### src/rtl/quad_pkg.sv
// -----------------------------------------------------------------------------
// quad_pkg
// Shared constants and types for the quadrature decoder slice.
//   DIR_UP / DIR_DOWN      : values driven on updown
//   phase_pair_t           : {a, b} phase pair as seen by the decoder
//   FILTER_LEN_MIN/MAX     : legal range of the glitch-filter run length
//   SYNC_STAGES            : depth of the per-phase synchronizer
//   pair_to_pos()          : maps a phase pair to its position on the
//                            forward cycle 00 -> 10 -> 11 -> 01 -> 00
// -----------------------------------------------------------------------------
package quad_pkg;

  localparam logic DIR_UP   = 1'b1;
  localparam logic DIR_DOWN = 1'b0;

  localparam int FILTER_LEN_MIN = 2;
  localparam int FILTER_LEN_MAX = 15;

  localparam int SYNC_STAGES = 2;

  typedef struct packed {
    logic a;
    logic b;
  } phase_pair_t;

  // Position along the forward sequence. A forward step is +1 (mod 4),
  // a reverse step is -1, and a two-bit change is a distance of 2.
  function automatic logic [1:0] pair_to_pos(input phase_pair_t p);
    logic [1:0] pos;
    case ({p.a, p.b})
      2'b00:   pos = 2'd0;
      2'b10:   pos = 2'd1;
      2'b11:   pos = 2'd2;
      default: pos = 2'd3;
    endcase
    return pos;
  endfunction

endpackage

### src/rtl/quad_filter.sv
// -----------------------------------------------------------------------------
// quad_filter
// One encoder phase: 2-flop synchronizer, optionally followed by a glitch
// filter (macro QUAD_DECODER_FILTER_EN). With the filter, the output level
// only changes after FILTER_LEN consecutive synchronized samples that all
// differ from the current output; any agreeing sample restarts the run.
// Ports:
//   clock, reset_n : clock and asynchronous active-low reset
//   i_phase        : raw encoder phase, asynchronous to clock
//   o_phase        : synchronized (and filtered) phase level
// Parameter FILTER_LEN exists only when the filter is built; the caller
// passes an already range-clamped value.
// -----------------------------------------------------------------------------
module quad_filter
  import quad_pkg::*;
`ifdef QUAD_DECODER_FILTER_EN
#(
  parameter int FILTER_LEN = 4
)
`endif
(
  input  logic clock,
  input  logic reset_n,
  input  logic i_phase,
  output logic o_phase
);

  logic [SYNC_STAGES-1:0] r_sync;
  logic                   w_sync;

  always_ff @(posedge clock or negedge reset_n) begin
    if (!reset_n) begin
      r_sync <= '0;
    end else begin
      r_sync <= {r_sync[SYNC_STAGES-2:0], i_phase};
    end
  end

  assign w_sync = r_sync[SYNC_STAGES-1];

`ifdef QUAD_DECODER_FILTER_EN
  localparam logic [3:0] RUN_LAST = 4'(FILTER_LEN - 1);

  logic [3:0] r_run;
  logic       r_level;

  // The sample that completes the run is itself counted, so the level
  // moves on the FILTER_LEN-th differing sample.
  always_ff @(posedge clock or negedge reset_n) begin
    if (!reset_n) begin
      r_run   <= '0;
      r_level <= 1'b0;
    end else if (w_sync == r_level) begin
      r_run <= '0;
    end else if (r_run == RUN_LAST) begin
      r_level <= w_sync;
      r_run   <= '0;
    end else begin
      r_run <= r_run + 4'd1;
    end
  end

  assign o_phase = r_level;
`else
  assign o_phase = w_sync;
`endif

endmodule

### src/rtl/quad_decoder.sv
// -----------------------------------------------------------------------------
// quad_decoder
// Quadrature encoder decoder producing count-enable / direction for a
// downstream up/down counter, plus a sticky illegal-transition flag.
// Optional glitch filter on each phase: define QUAD_DECODER_FILTER_EN.
// Ports:
//   clock     : rising-edge clock
//   reset_n   : asynchronous active-low reset
//   enc_a/b   : encoder phases, asynchronous to clock
//   enable    : 1 = pulses may be generated; 0 = phase tracked only
//   err_clr   : synchronous clear of err_flag (a coincident error wins)
//   cin       : one-cycle count-enable pulse
//   updown    : count direction, 1 = up; holds while cin is low
//   err_flag  : sticky flag for two-bit phase changes
// Latency from a phase change to cin is 3 cycles, plus FILTER_LEN with the
// filter built.
// -----------------------------------------------------------------------------
module quad_decoder
  import quad_pkg::*;
#(
  parameter int FILTER_LEN = 4
)
(
  input  logic clock,
  input  logic reset_n,
  input  logic enc_a,
  input  logic enc_b,
  input  logic enable,
  input  logic err_clr,
  output logic cin,
  output logic updown,
  output logic err_flag
);

`ifdef QUAD_DECODER_FILTER_EN
  localparam int FILT_CYC = (FILTER_LEN < FILTER_LEN_MIN) ? FILTER_LEN_MIN :
                            (FILTER_LEN > FILTER_LEN_MAX) ? FILTER_LEN_MAX :
                            FILTER_LEN;
`else
  // Filter absent: FILTER_LEN contributes no settle time.
  localparam int FILT_CYC = 0 * FILTER_LEN;
`endif

  // Cycles after reset release until the decode input carries a real
  // sample of the pins rather than the pipeline's reset value. Priming on
  // that sample keeps a non-zero level at release from looking like a step.
  localparam int         WARM_CYC  = SYNC_STAGES + 1 + FILT_CYC;
  localparam logic [4:0] WARM_LAST = 5'(WARM_CYC - 1);

  logic        w_a;
  logic        w_b;
  phase_pair_t w_pair;
  logic [1:0]  w_delta;
  logic        w_active;
  logic        w_up;
  logic        w_dn;
  logic        w_illegal;

  phase_pair_t r_prev;
  logic        r_primed;
  logic [4:0]  r_warm;
  logic        r_cin;
  logic        r_updown;
  logic        r_err;

`ifdef QUAD_DECODER_FILTER_EN
  quad_filter #(.FILTER_LEN(FILT_CYC)) u_filt_a (
    .clock   (clock),
    .reset_n (reset_n),
    .i_phase (enc_a),
    .o_phase (w_a)
  );

  quad_filter #(.FILTER_LEN(FILT_CYC)) u_filt_b (
    .clock   (clock),
    .reset_n (reset_n),
    .i_phase (enc_b),
    .o_phase (w_b)
  );
`else
  quad_filter u_filt_a (
    .clock   (clock),
    .reset_n (reset_n),
    .i_phase (enc_a),
    .o_phase (w_a)
  );

  quad_filter u_filt_b (
    .clock   (clock),
    .reset_n (reset_n),
    .i_phase (enc_b),
    .o_phase (w_b)
  );
`endif

  assign w_pair = phase_pair_t'({w_a, w_b});

  // Distance along the forward cycle: 1 = forward, 3 = reverse,
  // 2 = both phases changed, 0 = no change.
  assign w_delta   = pair_to_pos(w_pair) - pair_to_pos(r_prev);
  assign w_active  = r_primed & enable;
  assign w_up      = w_active & (w_delta == 2'd1);
  assign w_dn      = w_active & (w_delta == 2'd3);
  assign w_illegal = w_active & (w_delta == 2'd2);

  always_ff @(posedge clock or negedge reset_n) begin
    if (!reset_n) begin
      r_prev   <= '0;
      r_primed <= 1'b0;
      r_warm   <= '0;
      r_cin    <= 1'b0;
      r_updown <= DIR_UP;
      r_err    <= 1'b0;
    end else begin
      // prev tracks the pins every cycle, independent of enable.
      r_prev <= w_pair;
      r_cin  <= w_up | w_dn;

      if (w_up) begin
        r_updown <= DIR_UP;
      end else if (w_dn) begin
        r_updown <= DIR_DOWN;
      end

      if (w_illegal) begin
        r_err <= 1'b1;
      end else if (err_clr) begin
        r_err <= 1'b0;
      end

      if (!r_primed) begin
        if (r_warm == WARM_LAST) begin
          r_primed <= 1'b1;
        end else begin
          r_warm <= r_warm + 5'd1;
        end
      end
    end
  end

  assign cin      = r_cin;
  assign updown   = r_updown;
  assign err_flag = r_err;

endmodule

### config.mk
export PLATFORM = sky130hd
export DESIGN_NAME = quad_decoder
export DESIGN_NICKNAME = d
export VERILOG_FILES = /design/src/rtl/quad_pkg.sv /design/src/rtl/quad_filter.sv /design/src/rtl/quad_decoder.sv
export SDC_FILE = /design/constraint.sdc
export NUM_CORES = 1
export LEC_CHECK = 0
export CAP_MARGIN = 20
export CORE_MARGIN = 5
export CORE_UTILIZATION = 50
export CTS_CLUSTER_DIAMETER = 200
export DETAILED_ROUTE_END_ITERATION = 8
export MAX_ROUTING_LAYER = met4
export PLACE_DENSITY = 0.79
export SLEW_MARGIN = 20
export SYNTH_ARGS = -nofsm -noshare
export SYNTH_HDL_FRONTEND = slang
export SYNTH_SLANG_ARGS = --single-unit
export TNS_END_PERCENT = 5
### constraint.sdc
create_clock -name clock -period 1.75 [get_ports clock]
set_input_delay 0.4375 -clock clock [delete_from_list [all_inputs] [get_ports clock]]
set_output_delay 0.4375 -clock clock [all_outputs]
set_load 0.1 [all_outputs]
==> flow_summary.yaml, run 1 <==
run_status:
  status: "complete, no violations"
floorplanning:
  fp.dieH_um: 46.2
  rows: 13
  chipWidth_um: 46.2
  die_area_sq_um: 2140
  io_pins: 9
  coreArea_sq_um: 1270
  initial_utilization_pct: 51.8
sta:
  relSlewSlack_pct: 75.2
  fin_crit_sh_pct: 91.0
  drv_slew: 0
  hold_viol_final: 0
  fin_crit_ns: 1.59
  fmax_ghz: 0.628
  finalSetupViolCount: 0
  tns_ns: 0
  grt_setup_unrepaired: "false"
  fin_worst_skew_ns: 0.00345
  tightest_slew_ns: 0.370
  fin_ws_ns: 0.157
cells_and_area:
  postLayoutCoreUtil_pct: 64.6
  fin_area_sq_um: 820
  fillers: 103
  area_growth_pct: 24.8
  final_nets: 76
  diodes: 0
  drive_gt1_share_pct: 17.7
route:
  drt_iter0_markers: 1
  wl_per_cell_um: 11.2
  avgViaCountPerCell: 4.91
  wl_um: 864
  drc: 0
  dr.pass1.iters: 2
  ant_nets: 0
  vias: 378
worst_setup_path:
  critPathArrivalTime_ns: 1.80
  crit_slowest_cell: "dfrtp_1"
  worstSetupPathType: "reg -> reg"
  crit_path_end_kind: "flop"
  slowest_delay_ns: 0.37
  critical_path.top_delay_family: "adder cells"
  worst-path-buf-inv: 1
  crit_chain: "inv_1 -> ha_1 -> ha_1 -> nor2_1 -> mux2_4"
  start_kind: "flop"
  path_common_cell: "ha_1"
  crit_fanout: 3
  required_ns: 1.96
cts:
  cts_setup_buffers: 0
  root_buffer: "clkbuf_4"
  clk_latency_ns: 0.28
  cts_hold_buffers: 0
  cts.clk_slew.worst_paths_ns: 0.08
  clk_path_buf_depth: 2
  htree_levels: 1
  cts_sinks: 15
  cts_resized: 0
  cts_tree: "yes"
  cts_buffers: 3
global_route:
  grt_util_all_layers_pct: 10.3
  grt_max_degree: 9
  grt_pass1_vias: 380
  grt_pass1_wl_um: 1440
  grt_overflow: 0
  antenna_found_initial: 0
yosys:
  synth_top_family_by_area: "adder cells"
  synth.area.mux_share_pct: 2.29
  synth.distinct_cells: 18
  synthCells: 49
  synth-seq-cells: 15
  synth_area_sq_um: 657
  avgSynthCellArea_sq_um: 13.4
  synth-simple-area-share_pct: 10.7
  yosysSeqAreaShare_pct: 57.3
  synth_fa_ha_area_share_pct: 13.3
  syn_nets: 62
  yosysWarnings: 0
  synthXorXnorAreaFrac_pct: 10.1
  synth_compound_area_share_pct: 2.86
power_and_ir_drop:
  p_leak_nw: 0.383
  powerDensity_nw_per_um2: 1080
  max-vdd-ir-drop_mv: 0.572
  finalPower_mw: 0.886
place:
  gp_congestion: 0.809
  portBuffers: 8
  place_area_sq_um: 793
  dpl.hpwl_um: 702
  pre_cts_ws_ns: 0.161
job:
  cap_violations: 0
min_path:
  min-delay-path-class: "reg -> reg"
[worst paths after layout]
kind / from / endpoint / slack (ns) / cells after the start
hold reg to reg: u_filt_a.r_sync[0]$_DFF_PN0_ / u_filt_a.r_sync[1]$_DFF_PN0_ / 0.35 / 0
max in group asynchronous: reset_n / r_warm[0]$_DFFE_PN0P_ / 0.91 / 2
setup reg to reg: u_filt_a.r_sync[1]$_DFF_PN0_ / updown$_DFFE_PN1P_ / 0.16 / 5
setup / recovery: u_filt_a.r_sync[1]$_DFF_PN0_ / updown$_DFFE_PN1P_ / 0.16 / 5
hold / removal: u_filt_a.r_sync[0]$_DFF_PN0_ / u_filt_a.r_sync[1]$_DFF_PN0_ / 0.35 / 0
min in group asynchronous: reset_n / r_prev[1]$_DFF_PN0_ / 0.41 / 1
[cells in the final DEF, fill, tap and decap left out, types with 3 or more instances in the layout]
cell type        instances
dfrtp_1                 14
ha_1                     7
inv_1                    6
clkdlybuf4s50_1          5
xnor2_1                  4
nor2_1                   3
nand3_1                  3
clkbuf_4                 3
buf_12                   3
[metal layers]
layer | global-route usage [%] | up-vias | wire length [um]
met1 | 11.2 | 178 | 382
met2 | 15.4 | 11 | 387
met4 | 8.52 | 0 | 17
li1 | - | 187 | -
met3 | 2.73 | 2 | 77
met5 | - | - | 0
[cell families after synthesis]
logic type	Yosys count
multiplexers	1
flip-flops	15
adder cells (fa/ha/maj)	7
XOR/XNOR	6
AO/OA/AOI/OAI	3
AND/OR/NAND/NOR	11
buffers and inverters	6
[cell usage after synthesis, drive strengths merged]
| master | n | share of area (%) |
|---|---|---|
| dfstp | 1 | 4.0 |
| nor3b | 1 | 1.1 |
| o21ai | 1 | 0.76 |
| xnor2 | 4 | 5.3 |
| nand2 | 1 | 0.57 |
| xor2 | 1 | 1.3 |
| o31ai | 1 | 1.1 |
| dfrtp | 14 | 53 |
| nand3 | 3 | 2.3 |
| nor2 | 4 | 3.4 |
| nor2b | 1 | 0.95 |
| inv | 6 | 3.4 |
| ha | 7 | 13 |
| xnor3 | 1 | 3.4 |
| mux2 | 1 | 2.3 |
| o22ai | 1 | 0.95 |
| nor4b | 1 | 2.3 |
[final cells by class]
cell class	instances	area, sq um	share of cell area, %
Sequential cell	15	377	46.0
Multi-Input combinational cell	28	258	31.5
Timing Repair Buffer	9	118	14.4
Clock buffer	4	26.3	3.21
Inverter	6	22.5	2.75
Tap cell	15	18.8	2.29
[report_power, final]
group | total, mW | internal, mW | leakage (nW) | switching [mW]
registers | 0.404 | 0.381 | 0.180 | 0.0232
logic | 0.298 | 0.121 | 0.189 | 0.176
clock network | 0.185 | 0.0884 | 0.0150 | 0.0965
[state kept, by name, summed over array words and instances, names as in the netlist]
signal	flops
cin	1
r_primed	1
err_flag	1
updown	1
u_filt_a.r_sync	2
u_filt_b.r_sync	2
r_warm	5
r_prev	2
[per-stage QoR]
step	instances	hold WS, ns
final	77	0.353
after global routing	77	0.362
after CTS	77	0.356
after detailed placement	73	0.338
after global placement	73	0.332
after floorplan	49	0.142
(Power assumes the default switching activity.)
==> run 2, diff against run 1 <==
--- a/config.mk
+++ b/config.mk
@@ -12,6 +12,7 @@
 export DETAILED_ROUTE_END_ITERATION = 8
 export MAX_ROUTING_LAYER = met4
 export PLACE_DENSITY = 0.79
+export RECOVER_POWER = 25
 export SLEW_MARGIN = 20
 export SYNTH_ARGS = -nofsm -noshare
 export SYNTH_HDL_FRONTEND = slang
==> run 2 against run 1 <==
Against the previous run:
- utilization unchanged
- total power decreased by 0.15%
- sequential power barely moved
- count of clock-buffer cells in the layout did not move
- cell area did not move
- register-to-register slack about the same
- clock skew unchanged
- sequential share of layout area unchanged
- non-clock buffer count stayed put
- critical path depth stayed put
- worst setup slack is the same
- final cell count is the same
==> flow_summary.yaml, run 2 (synthesis results as in run 1) <==
sta:
  finalSetupViolCount: 0
  tns_ns: 0
  hold_viol_final: 0
  fin_worst_skew_ns: 0.00345
  grt_setup_unrepaired: "false"
  fin_crit_ns: 1.59
  fin_crit_sh_pct: 91.0
  drv_slew: 0
  fmax_ghz: 0.628
  relSlewSlack_pct: 75.2
  tightest_slew_ns: 0.370
cts:
  cts_resized: 0
  cts_hold_buffers: 0
  cts.clk_slew.worst_paths_ns: 0.08
  htree_levels: 1
  root_buffer: "clkbuf_4"
  clk_path_buf_depth: 2
  cts_sinks: 15
  cts_buffers: 3
  cts_setup_buffers: 0
  cts_tree: "yes"
  clk_latency_ns: 0.28
worst_setup_path:
  ff2ff_path_depth: 5
  r2r-end: "updown$_DFFE_PN1P_"
  worstSetupPathType: "reg -> reg"
  worst-path-buf-inv: 1
  start_kind: "flop"
  crit_slowest_cell: "dfrtp_1"
  crit_path_end_kind: "flop"
  critPathArrivalTime_ns: 1.80
  required_ns: 1.96
  cp.depth: 5
  r2r_setup_slack_ns: 0.16
  crit_fanout: 3
  slowest_delay_ns: 0.37
  crit_start: "u_filt_a.r_sync[1]$_DFF_PN0_"
  critical_path.endpoint: "updown$_DFFE_PN1P_"
  path_common_cell: "ha_1"
  critical_path.top_delay_family: "adder cells"
  crit_chain: "inv_1 -> ha_1 -> ha_1 -> nor2_1 -> mux2_4"
  rr_startpoint: "u_filt_a.r_sync[1]$_DFF_PN0_"
cells_and_area:
  layout_commonest_cell: "dfrtp_1"
  seqCellArea_sq_um: 377
  fillers: 103
  area_growth_pct: 24.8
  multi_input_area_sq_um: 258
  diodes: 0
  final_nets: 76
  mostFrequentLayoutCells: "dfrtp_1, ha_1, inv_1"
  largest_reg_flops: 5
  drive_gt1_share_pct: 17.7
  largest-register: "r_warm"
route:
  avgViaCountPerCell: 4.91
  ant_nets: 0
  wl_um: 864
  wl_met2_um: 387
  wl_per_cell_um: 11.2
  met1_length_um: 382
  maxUsedRoutingLayer: "met4"
  met3_wirelength_um: 77
  dr.pass1.iters: 2
  vias: 378
  drt_iter0_markers: 1
  drc: 0
run_status:
  status: "complete, no violations"
floorplanning:
  rows: 13
  coreArea_sq_um: 1270
  io_pins: 9
  initial_utilization_pct: 51.8
  die_area_sq_um: 2140
  fp.dieH_um: 46.2
  chipWidth_um: 46.2
power_and_ir_drop:
  finalPower_mw: 0.885
  max-vdd-ir-drop_mv: 0.571
  p_leak_nw: 0.384
  powerDensity_nw_per_um2: 1080
job:
  cap_violations: 0
place:
  dpl.hpwl_um: 702
  gp_congestion: 0.809
  portBuffers: 8
global_route:
  grt_util_all_layers_pct: 10.3
  grt_max_degree: 9
  grt_pass1_vias: 380
  grt_pass1_wl_um: 1440
  antenna_found_initial: 0
  grt_overflow: 0
min_path:
  min-delay-path-class: "reg -> reg"
==> run 2: cell count changes in the layout (fill, tap and decap cells not counted) <==
cell	change
dlygate4sd3_1	+3
clkdlybuf4s50_1	-3
==> run 2: worst register-to-register path, cell delays in order (launching register included) <==
cell and delay (ns):
dfrtp_1 0.37, inv_1 0.06, ha_1 0.29, ha_1 0.31, nor2_1 0.18, mux2_4 0.31
==> run 2: worst min-delay path by stage <==
stage                                 startpoint                      endpoint  cells past startpoint  slack, ns
global route        u_filt_a.r_sync[0]$_DFF_PN0_  u_filt_a.r_sync[1]$_DFF_PN0_                      0       0.36
CTS                 u_filt_a.r_sync[0]$_DFF_PN0_  u_filt_a.r_sync[1]$_DFF_PN0_                      0       0.36
floorplan                                reset_n                 cin$_DFF_PN0_                      0       0.14
global placement    u_filt_b.r_sync[0]$_DFF_PN0_  u_filt_b.r_sync[1]$_DFF_PN0_                      0       0.33
finish              u_filt_a.r_sync[0]$_DFF_PN0_  u_filt_a.r_sync[1]$_DFF_PN0_                      0       0.35
detailed placement  u_filt_a.r_sync[0]$_DFF_PN0_  u_filt_a.r_sync[1]$_DFF_PN0_                      0       0.34
==> run 2: layout make-up <==
| class | instances | share of cell area, % |
|---|---|---|
| Sequential cell | 15 | 46.0 |
| Timing Repair Buffer | 9 | 14.4 |
| Inverter | 6 | 2.75 |
| Multi-Input combinational cell | 28 | 31.5 |
| Clock buffer | 4 | 3.21 |
| Tap cell | 15 | 2.29 |
==> run 2: per-layer routing <==
metal	track usage (%)	vias up
li1	-	187
met1	11.2	178
met2	15.4	11
met3	2.73	2
met4	8.52	0
met5	-	-
==> run 2: report_power, final <==
group | switching [mW] | internal (mW)
Clock | 0.0965 | 0.0884
Sequential | 0.0232 | 0.381
Combinational | 0.176 | 0.120
==> run 2: metrics by stage <==
stage	hold slack, ns	cell area (sq um)	instances	worst slack (ns)	util [%]
6_report	0.353	820	77	0.157	64.6
4_1_cts	0.356	820	77	0.146	64.6
5_1_grt	0.362	820	77	0.103	64.6
3_3_place_gp	0.332	793	73	0.181	62.5
2_1_floorplan	0.142	657	49	0.235	-
3_5_place_dp	0.338	793	73	0.161	62.5
==> run 3, diff against run 2 <==
--- a/config.mk
+++ b/config.mk
@@ -11,8 +11,10 @@
 export CTS_CLUSTER_DIAMETER = 200
 export DETAILED_ROUTE_END_ITERATION = 8
 export MAX_ROUTING_LAYER = met4
-export PLACE_DENSITY = 0.79
+export PLACE_DENSITY = 0.73
 export RECOVER_POWER = 25
+export SETUP_SLACK_MARGIN = 0.15
+export SKIP_CTS_REPAIR_TIMING = 1
 export SLEW_MARGIN = 20
 export SYNTH_ARGS = -nofsm -noshare
 export SYNTH_HDL_FRONTEND = slang
==> run 3 against run 2 <==
Against the previous run:
- final cell count rose by 2.6%
- global-route usage increased by 1.6 points
- first-iteration DRC count rose to 3.0 times the previous value
- critical path type unchanged
- critical endpoint unchanged
- largest cell class unchanged
==> flow_summary.yaml, run 3 (synthesis results as in run 1) <==
cts:
  cts.clk_slew.worst_paths_ns: 0.09
  root_buffer: "clkbuf_4"
  clk_latency_ns: 0.28
  cts_sinks: 15
  htree_levels: 1
  clk_path_buf_depth: 2
  cts_tree: "yes"
  cts_buffers: 3
run_status:
  status: "complete, no violations"
worst_setup_path:
  r2r_setup_slack_ns: 0.21
  crit_path_end_kind: "flop"
  required_ns: 1.96
  worstSetupPathType: "reg -> reg"
  critPathArrivalTime_ns: 1.75
  r2r-end: "updown$_DFFE_PN1P_"
  ff2ff_path_depth: 5
  start_kind: "flop"
  rr_startpoint: "u_filt_a.r_sync[1]$_DFF_PN0_"
  crit_fanout: 2
global_route:
  grt_overflow: 0
  grt_pass1_wl_um: 1630
  grt_max_degree: 9
  grt_util_all_layers_pct: 11.9
  antenna_found_initial: 0
  grt_pass1_vias: 402
route:
  maxUsedRoutingLayer: "met4"
  ant_nets: 0
  vias: 379
  dr.pass1.iters: 2
  drt_iter0_markers: 3
  met3_wirelength_um: 30
  drc: 0
  wl_met2_um: 516
  avgViaCountPerCell: 4.80
  wl_um: 986
  met1_length_um: 429
  wl_per_cell_um: 12.5
cells_and_area:
  largest_reg_flops: 5
  largest-register: "r_warm"
  area_growth_pct: 27.8
  drive_gt1_share_pct: 23.4
  final_nets: 78
  diodes: 0
  fin_area_sq_um: 840
  layout_commonest_cell: "dfrtp_1"
  mostFrequentLayoutCells: "dfrtp_1, ha_1, inv_1"
floorplanning:
  rows: 13
  chipWidth_um: 46.2
  initial_utilization_pct: 51.8
  coreArea_sq_um: 1270
  fp.dieH_um: 46.2
  io_pins: 9
  die_area_sq_um: 2140
sta:
  fin_crit_sh_pct: 87.9
  grt_setup_unrepaired: "false"
  fin_ws_ns: 0.212
  hold_viol_final: 0
  fmax_ghz: 0.650
  fin_crit_ns: 1.54
  tightest_slew_ns: 0.398
  finalSetupViolCount: 0
  tns_ns: 0
  drv_slew: 0
  relSlewSlack_pct: 73.4
  fin_worst_skew_ns: 0.00315
power_and_ir_drop:
  p_leak_nw: 0.392
  powerDensity_nw_per_um2: 1080
  finalPower_mw: 0.903
  max-vdd-ir-drop_mv: 0.732
place:
  gp_congestion: 0.701
  dpl.hpwl_um: 783
  place_area_sq_um: 801
  portBuffers: 8
  pre_cts_ws_ns: 0.150
min_path:
  hold_path_depth: 0
  hp-start: "u_filt_a.r_sync[0]$_DFF_PN0_"
  min-delay-path-class: "reg -> reg"
  whs_endpoint: "u_filt_a.r_sync[1]$_DFF_PN0_"
job:
  cap_violations: 0
## run 3: cell count changes in the layout (fill, tap and decap cells not counted), sizes merged
cell / delta
dlygate4sd3: -2
clkdlybuf4s50: +2
clkbuf: +1
buf: +1
## run 3: per-layer routing
metal	global-route usage (%)	up-vias
met5	-	-
met4	10.2	0
met3	2.34	2
met2	17.3	6
met1	13.7	181
li1	-	190
## run 3: metrics by stage
stage / hold slack, ns / util, % / cells
3_5_place_dp: 0.338 / 63.1 / 74
2_1_floorplan: 0.142 / - / 49
4_1_cts: 0.357 / 65.2 / 78
6_report: 0.355 / 66.2 / 79
5_1_grt: 0.359 / 66.2 / 79
3_3_place_gp: 0.333 / 63.1 / 74
## run 3: final cells by class
cell class                      instances  area (sq um)
Inverter                                6          22.5
Multi-Input combinational cell         28           263
Sequential cell                        15           377
Tap cell                               15          18.8
Timing Repair Buffer                   11           133
Clock buffer                            4          26.3
Fill cell                             108           429
## run 3: report_power, final
group / switching (mW) / total (mW) / internal (mW)
clock: 0.105 / 0.193 / 0.0884
combinational: 0.181 / 0.306 / 0.125
sequential: 0.0233 / 0.404 / 0.381
total: 0.309 / 0.903 / 0.594
## run 3: worst max path at each step
stage | start | endpoint | slack, ns | depth (start not counted)
floorplan | u_filt_a.r_sync[1]$_DFF_PN0_ | updown$_DFFE_PN1P_ | 0.23 | 5
global placement | r_prev[0]$_DFF_PN0_ | updown$_DFFE_PN1P_ | 0.17 | 5
detailed placement | r_prev[0]$_DFF_PN0_ | updown$_DFFE_PN1P_ | 0.15 | 5
CTS | r_prev[0]$_DFF_PN0_ | updown$_DFFE_PN1P_ | 0.14 | 5
global route | r_prev[0]$_DFF_PN0_ | updown$_DFFE_PN1P_ | 0.16 | 5
finish | u_filt_a.r_sync[1]$_DFF_PN0_ | updown$_DFFE_PN1P_ | 0.21 | 5
## run 3: worst max-delay path, cell delays in order (launching register included)
cell     delay [ns]
dfrtp_1        0.36
inv_1          0.05
ha_1           0.28
ha_1           0.33
nor2_2         0.15
mux2_4         0.31
